## config.mk

```make
export PLATFORM = sky130hd
export DESIGN_NAME = pll_ce_supervisor
export DESIGN_NICKNAME = d
export VERILOG_FILES = /design/src/rtl/pll_ce_supervisor.sv
export SDC_FILE = /design/constraint.sdc
export NUM_CORES = 1
export LEC_CHECK = 0
export CORE_MARGIN = 2
export CORE_UTILIZATION = 36
export CTS_BUF_LIST = sky130_fd_sc_hd__clkbuf_8
export DETAILED_ROUTE_END_ITERATION = 7
export HOLD_SLACK_MARGIN = 0.12
export PLACE_DENSITY = 0.62
export SYNTH_ARGS = -nofsm -noshare
export SYNTH_HDL_FRONTEND = slang
export SYNTH_SLANG_ARGS = --single-unit
export TNS_END_PERCENT = 1
```

## constraint.sdc

```tcl
create_clock -name clk100 -period 7.5 [get_ports clk100]
set_input_delay 1.875 -clock clk100 [delete_from_list [all_inputs] [get_ports clk100]]
set_output_delay 1.875 -clock clk100 [all_outputs]
set_load 0.005 [all_outputs]
```

## src/rtl/pll_ce_supervisor.sv

```systemverilog
// pll_ce_supervisor: qualifies an async PLL lock flag, then runs N programmable clock-enable dividers.
module pll_ce_supervisor #(
  parameter int N_CH = 2,
  parameter int CNT_W = 16,
  parameter int SYNC_STAGES = 2,
  parameter int SETTLE_CYC = 16,
  parameter int LOCK_TIMEOUT = 20000,
  parameter int LED_DIV = 50_000_000
) (
  input  logic                    clk100,
  input  logic                    rst,
  input  logic                    locked_i,
  input  logic [N_CH*CNT_W-1:0]   div_i,
  output logic [N_CH-1:0]         ce_o,
  output logic [N_CH-1:0]         sq_o,
  output logic                    running_o,
  output logic                    fault_o,
  output logic [7:0]              relock_cnt_o,
  output logic                    led
);
  typedef enum logic [1:0] {WAIT_LOCK, SETTLE, RUN, FAULT} state_t;
  localparam int TW = LOCK_TIMEOUT > 1 ? $clog2(LOCK_TIMEOUT) : 1;
  localparam int SW = SETTLE_CYC > 1 ? $clog2(SETTLE_CYC) : 1;
  state_t state, next;
  logic [SYNC_STAGES-1:0] sync;
  logic [TW-1:0] tmo_cnt;
  logic [SW-1:0] set_cnt;
  logic [31:0] led_cnt;
  logic lock_s, stay, enter_run, led_wrap;
  assign lock_s = sync[SYNC_STAGES-1];
  assign stay = next == state;
  assign enter_run = next == RUN && state != RUN;
  assign running_o = state == RUN;
  assign led_wrap = led_cnt == ((state == FAULT) ? 32'(LED_DIV / 8 - 1) : 32'(LED_DIV - 1));
  // A rising lock_s wins over the timeout terminal count
  always_comb begin
    next = state;
    case (state)
      WAIT_LOCK: next = lock_s ? SETTLE : (tmo_cnt == TW'(LOCK_TIMEOUT - 1)) ? FAULT : WAIT_LOCK;
      SETTLE:    next = !lock_s ? WAIT_LOCK : (set_cnt == SW'(SETTLE_CYC - 1)) ? RUN : SETTLE;
      RUN:       next = lock_s ? RUN : WAIT_LOCK;
      default:   next = lock_s ? SETTLE : FAULT;
    endcase
  end
  always_ff @(posedge clk100 or posedge rst) begin
    if (rst) begin
      sync <= '0;
      state <= WAIT_LOCK;
      tmo_cnt <= '0;
      set_cnt <= '0;
      led_cnt <= '0;
      led <= 1'b0;
      fault_o <= 1'b0;
      relock_cnt_o <= '0;
    end else begin
      sync <= {sync[SYNC_STAGES-2:0], locked_i};
      state <= next;
      tmo_cnt <= (state == WAIT_LOCK && stay) ? tmo_cnt + TW'(1) : '0;
      set_cnt <= (state == SETTLE && stay) ? set_cnt + SW'(1) : '0;
      led_cnt <= (!stay || led_wrap) ? '0 : led_cnt + 32'd1;
      led <= stay && (state == RUN || state == FAULT) && (led ^ led_wrap);
      fault_o <= fault_o | (next == FAULT);
      relock_cnt_o <= relock_cnt_o + 8'(state == RUN && !lock_s && relock_cnt_o != 8'hFF);
    end
  end
  for (genvar k = 0; k < N_CH; k++) begin : g_ch
    logic [CNT_W-1:0] d, div_q, cnt;
    assign d = div_i[k*CNT_W +: CNT_W];
    always_ff @(posedge clk100 or posedge rst) begin
      if (rst) begin
        div_q <= '0;
        cnt <= '0;
      end else begin
        if (enter_run) div_q <= (d == '0) ? CNT_W'(1) : d;
        cnt <= (state == RUN && stay && cnt != div_q - CNT_W'(1)) ? cnt + CNT_W'(1) : '0;
      end
    end
    assign ce_o[k] = state == RUN && cnt == div_q - CNT_W'(1);
    assign sq_o[k] = state == RUN && cnt < (div_q >> 1);
  end
endmodule

```

Word level (Yosys, flattened, before mapping)
Index checks and enable logic that the tools add are counted.
W data, S select, Z words.
Storage, ports and cells
  bits of input ports: 35
  bits in registers: 129
  logic and storage cells: 75
  output and inout port bits: 15
Operators by class
  bitwise logic cells: 2
  mux-type cells: 15
  order comparisons: 2
  reductions and logical operators: 21
  eq/ne operators: 15
  add/subtract/negate cells: 8
Operators with widths (number)
  $mux W16: 4
  $add A16 B1 Y16 const B: 2
  $add A32 B1 Y32 const B: 1
  $eq A16 B16 Y1: 2
  $eq A32 B26 Y1: 1
  $logic_not A16 Y1: 2
  $lt A16 B15 Y1: 2
  $mux W32: 1
  $ne A16 B16 Y1: 2
  $sub A16 B1 Y16 const B: 2
  $mux W26: 1
  $add A15 B1 Y15 const B: 1
  $eq A15 B15 Y1 const B: 1
  $mux W15: 1
  $logic_and A1 B1 Y1: 14
  $mux W2: 6
  $add A8 B1 Y8: 1
  $eq A2 B2 Y1 const B: 4
  $ne A8 B8 Y1 const B: 1
  $pmux W2 S3: 1
  $add A4 B1 Y4 const B: 1
  $eq A4 B4 Y1 const B: 1
  $mux W4: 1
  $eq A2 B1 Y1 const B: 1
  7 further kinds: 9

Longest topological paths before layout
  depth in word-level cells: 8
  depth in mapped cells: 12
  gate-level depth less buffers: 9

Worst setup path after synthesis
No wires, ideal clock.
  path type: reg-to-output
  start point: reg g_ch[0].div_q[0]
  end point: out ce_o[0]
  cell stages (with the launch flop): 12
  buffers on the path: 2
  setup slack: 3044 ps
  data required time: 5625 ps
  arrival time: 2581 ps
  cells stage by stage: dfrtp_1 -> clkbuf_1 -> inv_1 -> ha_1 -> clkbuf_1 -> nor3b_1 -> mux2i_1 -> mux2i_1 -> o21ai_0 -> nand4_1 -> or4_1 -> nor2_1
Between the ends
  word-level cells in the longest chain between the ends: 3
RTL lines
  from (decl): line 67  | logic [CNT_W-1:0] d, div_q, cnt;
  from (signal assigned): line 74  | if (enter_run) div_q <= (d == '0) ? CNT_W'(1) : d;
  $sub A16 B1 Y16: line 78  | assign ce_o[k] = state == RUN && cnt == div_q - CNT_W'(1);
  $eq A16 B16 Y1: line 78
  $logic_and A1 B1 Y1: line 78
  to (decl): line 14  | output logic [N_CH-1:0] ce_o,
Every way passes these cells.

Final worst setup path
Ends and elaborated chain as after synthesis.

==> qor.csv <==
stage,metric,value,unit
status,outcome,"complete, no violations",
clock_network,clockBufferDepth,2,
synthesis,async_flop_share,100.0,%
cells_and_area,layout_commonest_cell,dfrtp_1,
cells_and_area,diodes,0,
sta,hold_viol,0,
synthesis,yosys.area_share.simple,23.82,%
sta,fin_crit_sh,73.93,%
drt,initialDrtViolationCount,391,
floorplanning,ios,50,
placed_design,numPortBuffers,49,
synthesis,synth_warnings,0,
drt,drt-total-wl,16870,microns
synthesis,synth.area.mux_share,0.8083,%
drt,viasPerCell,5.102,
critical_path,crit_fanout,10,
synthesis,syn_nets,896,
synthesis,synth_xor_area_share,14.09,%
synthesis,synth_enable_flop_cells,0,
floorplanning,core,0.02082,sq mm
critical_path,worst_path_max_delay_cell,or4_1,
power_and_ir_drop,p_total,1.593,mW
synthesis,ys_ff_latch,129,
floorplanning,die_area,0.02225,sq mm
global_routing,grt_pass1_wl,28520,microns
power_and_ir_drop,ir_drop,104.0,uV
floorplanning,die_h,149.2,microns
placed_design,gp_congestion,0.8035,
clock_network,clk_pin_slew,80,ps
sta,max_slew_margin,43.68,%
global_routing,grt_overflow,0,
sta,fin_setup_tns,0,ps
clock_network,htree_levels,4,
synthesis,ys.flop_type,dfrtp_1,
critical_path,setup.worst_path.end_class,output port,
clock_network,cts_sinks,129,
synthesis,synthCells,824,
sta,whs,358.1,ps
synthesis,synth_compound_area_share,8.941,%
clock_network,postCtsSetupBuffers,0,
synthesis,syn_avg_cell_area,9.205,sq um
floorplanning,rows,53,
clock_network,root_buffer,clkbuf_8,
clock_network,clk_latency,440,ps
power_and_ir_drop,p_leak,3.749,nW
drt,drc,0,
synthesis,synth_area_leaders,"dfrtp_1 (43%), xnor2_1 (7.2%), xor2_1 (6.9%)",
clock_network,cts_buffers,17,
critical_path,crit_chain,"inv_1, ha_1, nor3b_1, mux2i_1, mux2i_1, o21ai_0, nand4_1, or4_1, nor2_1, clkdlybuf4s50_1",
global_routing,grt_pass1_vias,5864,
hold_path,hp-class,reg -> reg,
synthesis,synth_cell_types,59,
cells_and_area,final_util,41.98,%
clock_network,ctsResizeCount,0,
cells_and_area,final_cell_mix,"dfrtp_1 (129), nor2_1 (82), nand2_1 (75)",
drt,drt_pass1_iterations,5,
synthesis,ys_seq_area_share,42.56,%
critical_path,critPathKind,reg -> out,
sta,setup_viol,0,
floorplanning,die_w,149.2,microns
synthesis,netlist.area_leader.share,42.56,%
drt,vias,5913,
global_routing,grt_max_degree,83,
cells_and_area,synthToLayoutAreaGrowth,15.24,%
placed_design,dp_hpwl,12270,microns
run,cap_viol_max_count,0,
synthesis,netlist_area,0.007585,sq mm
global_routing,grt_usage,16.03,%
sta,grt_setup_unrepaired,no,
clock_network,cts_tree,yes,
critical_path,crit_required,5620,ps
global_routing,antenna_found_initial,0,
sta,max_freq,180.3,MHz
critical_path,crit_path_frequent_cell,mux2i_1,
sta,slew_viol_final,0,
synthesis,synth_top_family_by_area,simple AND/OR/NAND/NOR gates,
clock_network,cts.hold.buffers_added,0,
synthesis,yosys.area.top_type,dfrtp_1,
sta,fin_skew,14.14,ps
drt,drtAntennaViolNets,0,
cells_and_area,num-nets-final,944,
cells_and_area,fin_area,0.008741,sq mm
drt,wire_per_inst,14.55,microns
critical_path,cp-start-kind,flop,
synthesis,yosys.area_share.adder,6.104,%
critical_path,cp.arrival,3670,ps
cells_and_area,layout-drive-gt1-share,6.900,%
placed_design,place_area,0.008373,sq mm
sta,min_period,5545,ps
critical_path,critPathMaxStageDelay,590,ps
floorplanning,start_util,36.43,%
sta,worst_slew_pin_slew,844.8,ps
power_and_ir_drop,power_density,182.2,mW/mm^2
-- metrics by stage --
step | cells | setup slack, ps
global route | 1159 | 1658
finish | 1159 | 1955
global placement | 1128 | 2452
CTS | 1159 | 1893
detailed placement | 1128 | 2402
floorplan | 824 | 2184
-- cell families after synthesis --
logic type      after synthesis
compound gates              106
fa+ha+maj                    37
mux                           6
simple gates                354
buf+inv                      70
xor+xnor                    122
flops                       129
-- path summary, 6_finish.rpt --
check                            startpoint               end  slack, ps  depth (start not counted)
setup / recovery           g_ch[0].div_q[0]           ce_o[0]       1960                         10
hold / removal                      sync[0]           sync[1]        360                          0
setup reg to reg           g_ch[0].div_q[0]    g_ch[0].cnt[4]       4350                         10
hold reg to reg                     sync[0]           sync[1]        360                          0
max in group asynchronous               rst    g_ch[1].cnt[6]       4440                          3
min in group asynchronous               rst  g_ch[0].div_q[7]       1950                          2
-- cells in the mapped netlist (3+ instances only) --
library cell / number
dfrtp_1: 129
nor4_1: 14
inv_1: 46
clkbuf_1: 21
nor3b_1: 3
nor2_2: 10
nor3_1: 36
and3_1: 22
or4_1: 5
nand2b_1: 8
and2_1: 3
mux2i_1: 5
or3_1: 4
nand3_1: 44
xor2_1: 60
nand4_1: 19
o21ai_0: 48
a21oi_1: 16
a31oi_1: 4
a41oi_1: 4
o31ai_1: 4
nor2b_1: 7
ha_1: 37
o211ai_1: 5
and4_1: 4
nand2_1: 75
a21o_1: 10
xnor2_1: 62
nor2_1: 83
-- registers in the layout, summed over array words and instances, names as in the netlist --
| register | cells |
|---|---|
| led | 1 |
| set_cnt | 4 |
| fault_o | 1 |
| tmo_cnt | 15 |
| led_cnt | 32 |
| g_ch.div_q | 32 |
| sync | 2 |
| g_ch.cnt | 32 |
| relock_cnt_o | 8 |
| state | 2 |
-- worst max-delay path: cells and delay by family, from the launching register on --
| family | cells | cell delay [ps] |
|---|---|---|
| and+or+nand+nor | 4 | 1320 |
| buffers and inverters | 2 | 600 |
| DFF | 1 | 460 |
| adders and majority gates | 1 | 340 |
| muxes | 2 | 310 |
| AOI/OAI and AO/OA | 1 | 190 |
-- layout make-up --
cell class | count | area, sq um
clock buffers | 17 | 234.0
repair buffers | 53 | 520.5
inverters | 46 | 177.7
flip-flops and latches | 129 | 3228
fillers | 2108 | 12080
multi-input cells | 625 | 4103
clock inverters | 14 | 133.9
well taps | 275 | 344.1
-- power by group --
part	total (mW)	switching (mW)	internal, mW
Combinational	0.256	0.147	0.109
Sequential	0.776	0.0493	0.727
Clock	0.560	0.296	0.265
-- per-layer routing --
layer | global-route usage [%] | up-vias | wire length [microns] | part of all wire (%)
li1 | - | 2942 | - | -
met5 | 0 | - | 0 | 0
met1 | 22.91 | 2858 | 8436 | 50
met3 | 3.180 | 15 | 648 | 3.8
met2 | 24.72 | 98 | 7615 | 45
met4 | 4.571 | 0 | 167 | 0.99
Power figures use the tool's default switching activity.
